--- src/rtl/sseg_pkg.sv ---
// Shared seven-segment encoding tables and anode codes, used by both the display
// driver and the receive-side decoder so the two can never disagree.
package sseg_pkg;

    localparam logic [6:0] SEG_0     = 7'b1000000;
    localparam logic [6:0] SEG_1     = 7'b1111001;
    localparam logic [6:0] SEG_2     = 7'b0100100;
    localparam logic [6:0] SEG_3     = 7'b0110000;
    localparam logic [6:0] SEG_4     = 7'b0011001;
    localparam logic [6:0] SEG_5     = 7'b0010010;
    localparam logic [6:0] SEG_6     = 7'b0000010;
    localparam logic [6:0] SEG_7     = 7'b1111000;
    localparam logic [6:0] SEG_8     = 7'b0000000;
    localparam logic [6:0] SEG_9     = 7'b0010000;
    localparam logic [6:0] SEG_A     = 7'b0001000;
    localparam logic [6:0] SEG_B     = 7'b0000011;
    localparam logic [6:0] SEG_C     = 7'b1000110;
    localparam logic [6:0] SEG_D     = 7'b0100001;
    localparam logic [6:0] SEG_E     = 7'b0000110;
    localparam logic [6:0] SEG_F     = 7'b0001110;
    localparam logic [6:0] SEG_BLANK = 7'b1111111;

    localparam logic [3:0] AN_D0   = 4'b1110;
    localparam logic [3:0] AN_D1   = 4'b1101;
    localparam logic [3:0] AN_D2   = 4'b1011;
    localparam logic [3:0] AN_D3   = 4'b0111;
    localparam logic [3:0] AN_NONE = 4'b1111;

    typedef enum logic [1:0] {
        AN_KIND_DIGIT,
        AN_KIND_BLANK,
        AN_KIND_ILLEGAL
    } anKind_t;

    typedef struct packed {
        anKind_t    kind;
        logic [1:0] idx;
    } anDecode_t;

    function automatic anDecode_t classifyAnode(input logic [3:0] an);
        anDecode_t res;
        res.kind = AN_KIND_DIGIT;
        res.idx  = 2'd0;
        case (an)
            AN_D0:   res.idx = 2'd0;
            AN_D1:   res.idx = 2'd1;
            AN_D2:   res.idx = 2'd2;
            AN_D3:   res.idx = 2'd3;
            AN_NONE: res.kind = AN_KIND_BLANK;
            default: res.kind = AN_KIND_ILLEGAL;
        endcase
        return res;
    endfunction

endpackage

--- src/rtl/sseg_to_hex.sv ---
// Inverse glyph lookup: active-low 7-segment pattern to hex value plus a hit flag
// that is low for any pattern that is not one of the sixteen hex glyphs.
module sseg_to_hex
    import sseg_pkg::*;
(
    input  logic [6:0] seg_i,
    output logic       hit_o,
    output logic [3:0] value_o
);

    always_comb begin
        hit_o   = 1'b1;
        value_o = 4'h0;
        case (seg_i)
            SEG_0:   value_o = 4'h0;
            SEG_1:   value_o = 4'h1;
            SEG_2:   value_o = 4'h2;
            SEG_3:   value_o = 4'h3;
            SEG_4:   value_o = 4'h4;
            SEG_5:   value_o = 4'h5;
            SEG_6:   value_o = 4'h6;
            SEG_7:   value_o = 4'h7;
            SEG_8:   value_o = 4'h8;
            SEG_9:   value_o = 4'h9;
            SEG_A:   value_o = 4'hA;
            SEG_B:   value_o = 4'hB;
            SEG_C:   value_o = 4'hC;
            SEG_D:   value_o = 4'hD;
            SEG_E:   value_o = 4'hE;
            SEG_F:   value_o = 4'hF;
            default: hit_o   = 1'b0;
        endcase
    end

endmodule

--- src/rtl/sseg_display_decoder.sv ---
// Captures a multiplexed seven-segment display: synchronizes the anode/cathode lines,
// waits for each pattern to be stable, then decodes it back into four hex digit registers.
module sseg_display_decoder
    import sseg_pkg::*;
#(
    parameter int STABLE_CYCLES = 1,
    parameter int SYNC_STAGES   = 2
) (
    input  logic       clk,
    input  logic       rst,
    input  logic [3:0] an_i,
    input  logic [7:0] sseg_i,
    output logic [3:0] d0_o,
    output logic [3:0] d1_o,
    output logic [3:0] d2_o,
    output logic [3:0] d3_o,
    output logic [3:0] dp_o,
    output logic [3:0] dig_valid_o,
    output logic       frame_done_o,
    output logic       err_o
);

    localparam int RUN_W = (STABLE_CYCLES > 1) ? $clog2(STABLE_CYCLES) : 1;
    localparam logic [RUN_W-1:0] RUN_MAX = RUN_W'(STABLE_CYCLES - 1);

    logic [SYNC_STAGES-1:0][11:0] sync_q;
    logic [11:0]                  prev_q;
    logic [RUN_W-1:0]             runCnt_q, runCnt_d;
    logic                         armed_q, armed_d;
    logic [3:0][3:0]              digit_q, digit_d;
    logic [3:0]                   dp_q, dp_d;
    logic [3:0]                   digValid_q, digValid_d;
    logic [3:0]                   seen_q, seen_d;
    logic                         frameDone_q, frameDone_d;
    logic                         err_q, err_d;

    logic [11:0] sample;
    logic        change;
    logic        armedNow;
    logic        accept;
    logic        hexHit;
    logic [3:0]  hexValue;
    anDecode_t   anDec;
    logic [3:0]  newSeen;

    assign sample = sync_q[SYNC_STAGES-1];

    sseg_to_hex u_sseg_to_hex (
        .seg_i   (sample[6:0]),
        .hit_o   (hexHit),
        .value_o (hexValue)
    );

    // Lines idle high, so the synchronizer and compare register reset to all ones.
    always_ff @(posedge clk or posedge rst) begin
        if (rst) begin
            sync_q   <= '1;
            prev_q   <= '1;
            runCnt_q <= '0;
            armed_q  <= 1'b1;
        end else begin
            sync_q   <= {sync_q[SYNC_STAGES-2:0], {an_i, sseg_i}};
            prev_q   <= sample;
            runCnt_q <= runCnt_d;
            armed_q  <= armed_d;
        end
    end

    // The run value seen this cycle is 0 on a change, so STABLE_CYCLES=1 accepts immediately.
    always_comb begin
        change = (sample != prev_q);
        if (change) begin
            runCnt_d = '0;
        end else if (runCnt_q == RUN_MAX) begin
            runCnt_d = runCnt_q;
        end else begin
            runCnt_d = runCnt_q + RUN_W'(1);
        end
        armedNow = armed_q | change;
        accept   = armedNow & (runCnt_d == RUN_MAX);
        armed_d  = armedNow & ~accept;
    end

    always_comb begin
        digit_d     = digit_q;
        dp_d        = dp_q;
        digValid_d  = digValid_q;
        seen_d      = seen_q;
        frameDone_d = 1'b0;
        err_d       = 1'b0;
        newSeen     = seen_q;
        anDec       = classifyAnode(sample[11:8]);
        if (accept) begin
            case (anDec.kind)
                AN_KIND_DIGIT: begin
                    if (hexHit) begin
                        digit_d[anDec.idx]    = hexValue;
                        digValid_d[anDec.idx] = 1'b1;
                        dp_d[anDec.idx]       = ~sample[7];
                        newSeen               = seen_q | (4'b0001 << anDec.idx);
                        if (newSeen == 4'b1111) begin
                            frameDone_d = 1'b1;
                            seen_d      = 4'b0000;
                        end else begin
                            seen_d = newSeen;
                        end
                    end else begin
                        err_d                 = 1'b1;
                        digValid_d[anDec.idx] = 1'b0;
                    end
                end
                AN_KIND_ILLEGAL: err_d = 1'b1;
                default: ;
            endcase
        end
    end

    always_ff @(posedge clk or posedge rst) begin
        if (rst) begin
            digit_q     <= '0;
            dp_q        <= '0;
            digValid_q  <= '0;
            seen_q      <= '0;
            frameDone_q <= 1'b0;
            err_q       <= 1'b0;
        end else begin
            digit_q     <= digit_d;
            dp_q        <= dp_d;
            digValid_q  <= digValid_d;
            seen_q      <= seen_d;
            frameDone_q <= frameDone_d;
            err_q       <= err_d;
        end
    end

    assign d0_o         = digit_q[0];
    assign d1_o         = digit_q[1];
    assign d2_o         = digit_q[2];
    assign d3_o         = digit_q[3];
    assign dp_o         = dp_q;
    assign dig_valid_o  = digValid_q;
    assign frame_done_o = frameDone_q;
    assign err_o        = err_q;

endmodule
--- config.mk ---
export PLATFORM = sky130hd
export DESIGN_NAME = sseg_display_decoder
export DESIGN_NICKNAME = d
export VERILOG_FILES = /design/src/rtl/sseg_pkg.sv /design/src/rtl/sseg_to_hex.sv /design/src/rtl/sseg_display_decoder.sv
export SDC_FILE = /design/constraint.sdc
export NUM_CORES = 1
export LEC_CHECK = 0
export CAP_MARGIN = 40
export CELL_PAD_IN_SITES_DETAIL_PLACEMENT = 0
export CELL_PAD_IN_SITES_GLOBAL_PLACEMENT = 2
export CORE_MARGIN = 4
export CORE_UTILIZATION = 37
export CTS_CLUSTER_DIAMETER = 200
export DETAILED_ROUTE_END_ITERATION = 7
export GPL_ROUTABILITY_DRIVEN = 0
export PLACE_DENSITY_LB_ADDON = 0.1
export SLEW_MARGIN = 5
export SYNTH_ARGS = -nofsm -noshare
export SYNTH_HDL_FRONTEND = slang
export SYNTH_SLANG_ARGS = --single-unit
--- constraint.sdc ---
create_clock -name clk -period 3.2 [get_ports clk]
set_input_delay 0.32 -clock clk [delete_from_list [all_inputs] [get_ports clk]]
set_output_delay 0.32 -clock clk [all_outputs]
set_load 0.01 [all_outputs]
==> results.toml <==
[status]
status = "finished, final reports clean"

[setup_path]
slowest_stage = "dfstp_2"
r2r-start = "sample[0]$_DFF_PP1_"
path_depth = 6
cp_slowest_stage_delay_ns = 0.70
start_kind = "flop"
cp.required_ns = 3.41
rrSetupSlack_ns = 0.55
critPathTopFamily = "compound AO/OA/AOI/OAI gates"
path_class = "flop to flop"
endpoint_kind = "flop"
crit_chain = "and3b_1 -> o31ai_2 -> o311ai_4 -> o211ai_4 -> nand2b_1 -> mux2_1"
timing.rr.end = "d2_o[3]$_DFFE_PP0P_"
crit_fanout = 15
path_buf_inv = 0
cp_data_arrival_time_ns = 2.86
r2r_cells = 6

[layout]
fin_util_pct = 47.5
syn2layout_area_growth_pct = 24.5
drive_gt1_share_pct = 27.4
design_area_um2 = 3470
layout_common_cells = "clkdlybuf4s50_1 (39), dfstp_2 (37), dfrtp_1 (30)"
fin_nets = 268
antenna_cells = 0
final_common_cell = "clkdlybuf4s50_1"
instances_no_fill = 358
n_fill_cell = 703

[timing]
slew_violations = 0
clock_skew_ns = 0.00671
slew_headroom_pct = 62.1
setup_viol = 0
tightest_slew_ns = 0.567
fin_ws_ns = 0.547
hold_viol = 0
max_freq_mhz = 377
fin_crit_ns = 2.65
fin_crit_sh_pct = 82.9
fin_tns_setup_ns = 0
rsz0062_at_grt = "no"
fin_hold_ws_ns = 0.355

[logic_synthesis]
yosys_warnings = 0
synth_ff_type = "dfstp_2"
avgSynthCellArea_um2 = 13.1
ys_types = 48
synth_fp_nets = 227
synth_edf_count = 0
synth_cells = 213
synth_area_um2 = 2780
ys_ff_latch = 67
synthArstFlopShare_pct = 100
yosysSeqAreaShare_pct = 61.9

[floorplan]
rows = 31
fp.dieH_um = 94.7
fp.dieW_um = 94.7
design.die.area_um2 = 8980
initial_core_util_pct = 38.2
core_area_um2 = 7290
ios = 40

[job]
drv_cap = 0

[grt]
grt_max_degree = 27
antenna_found_initial = 0
grt_pass1_wl_mm = 9.16
track_usage_pct = 13.6
grt.overflow.total = 0
grt_pass1_vias = 1784

[cts]
root_buffer = "clkbuf_8"
clk_latency_ns = 0.33
cts.sinks = 67
clockBufferDepth = 2
postCtsSetupRepairBufs = 0
numCtsBuffers = 9
ctsResizeCount = 0
ctsHoldBuffers = 0
htree_levels = 3
path_clk_slew_ns = 0.07
cts_tree = "built"

[route]
first_iter_violations = 40
vias_per_cell = 4.83
wire_per_inst_um = 15.1
vias = 1730
drt.antenna.violating_nets = 0
drc = 0
firstDrtPassIters = 4
routed_wl_mm = 5.42

[power_and_ir_drop]
vdd_drop_max_v = 0.000306
power_density_nw_per_um2 = 536
p_total_mw = 1.86
leakage_nw = 1.48

[place]
place_area_um2 = 3250
dp_slack_ns = 0.533
port_buffers = 39
dpl.cell_count = 342
dp_hpwl_mm = 3.86

[worst_hold_path]
hold_class = "input pin to asynchronous set/reset pin"
## worst reg2reg max path, cell delays in order, from the launching register on
cell and delay, ns:
dfstp_2 0.70, and3b_1 0.26, o31ai_2 0.33, o311ai_4 0.22, o211ai_4 0.34, nand2b_1 0.33, mux2_1 0.36
## cells in the mapped netlist (2+ instances only)
cell type / count / area [um2]
nor4bb_1: 3 / 30.0
nand4_1: 3 / 18.8
nor2_1: 11 / 41.3
inv_1: 9 / 33.8
nand2b_1: 2 / 12.5
nand2_1: 6 / 22.5
mux2_2: 4 / 45.0
o221ai_1: 2 / 17.5
nand3_1: 5 / 25.0
o21a_1: 3 / 22.5
o211ai_1: 2 / 15.0
o31ai_1: 2 / 15.0
buf_2: 6 / 30.0
a21oi_1: 5 / 25.0
nand4b_1: 2 / 17.5
buf_4: 4 / 30.0
nor4_1: 3 / 18.8
xor2_1: 14 / 123
clkbuf_1: 2 / 7.51
nor2b_1: 2 / 12.5
dfstp_2: 37 / 972
dfrtp_1: 30 / 751
and4b_1: 3 / 30.0
nor3_1: 4 / 20.0
mux2_1: 12 / 135
o21ai_1: 4 / 20.0
o21ai_0: 9 / 45.0
nor3b_1: 2 / 15.0
and4_1: 2 / 17.5
a21o_1: 2 / 15.0
## area by class of cell
class / instances / area [um2] / area share (%)
Sequential cell: 67 / 1720 / 49.7
Multi-Input combinational cell: 125 / 960 / 27.7
Timing Repair Buffer: 42 / 413 / 11.9
Clock buffer: 12 / 165 / 4.77
Tap cell: 99 / 124 / 3.57
Clock inverter: 4 / 47.5 / 1.37
Inverter: 9 / 33.8 / 0.975
## where the power goes
group | switching, mW | internal (mW) | total (mW)
Clock | 0.304 | 0.421 | 0.725
Sequential | 0.0501 | 0.920 | 0.970
Combinational | 0.0751 | 0.0896 | 0.165
## how the worst max path moves through the flow
| stage | from | to | slack (ns) |
|---|---|---|---|
| 2_1_floorplan | sample[10]$_DFF_PP1_ | d2_o[0]$_DFFE_PP0P_ | 0.97 |
| 3_3_place_gp | sample[0]$_DFF_PP1_ | d2_o[0]$_DFFE_PP0P_ | 0.59 |
| 3_5_place_dp | sample[0]$_DFF_PP1_ | d2_o[3]$_DFFE_PP0P_ | 0.53 |
| 4_1_cts | sample[0]$_DFF_PP1_ | d2_o[3]$_DFFE_PP0P_ | 0.51 |
| 5_1_grt | sample[0]$_DFF_PP1_ | d2_o[3]$_DFFE_PP0P_ | 0.34 |
| 6_report | sample[0]$_DFF_PP1_ | d2_o[3]$_DFFE_PP0P_ | 0.55 |
## metal layers
| layer | wire length [um] | vias up | track usage (%) |
|---|---|---|---|
| met5 | 0 | - | 0 |
| met1 | 2480 | 854 | 18.1 |
| met3 | 284 | 6 | 5.18 |
| met2 | 2590 | 38 | 20.4 |
| met4 | 65 | 0 | 4.33 |
| li1 | - | 832 | - |
## logic make-up after synthesis
| logic type | share of synthesized area (%) |
|---|---|
| compound gates | 10.0 |
| mux | 6.83 |
| simple gates | 13.1 |
| xor+xnor | 4.40 |
| flops | 61.9 |
| other cells | 0.135 |
| buf+inv | 3.64 |
(Power assumes the default switching activity.)
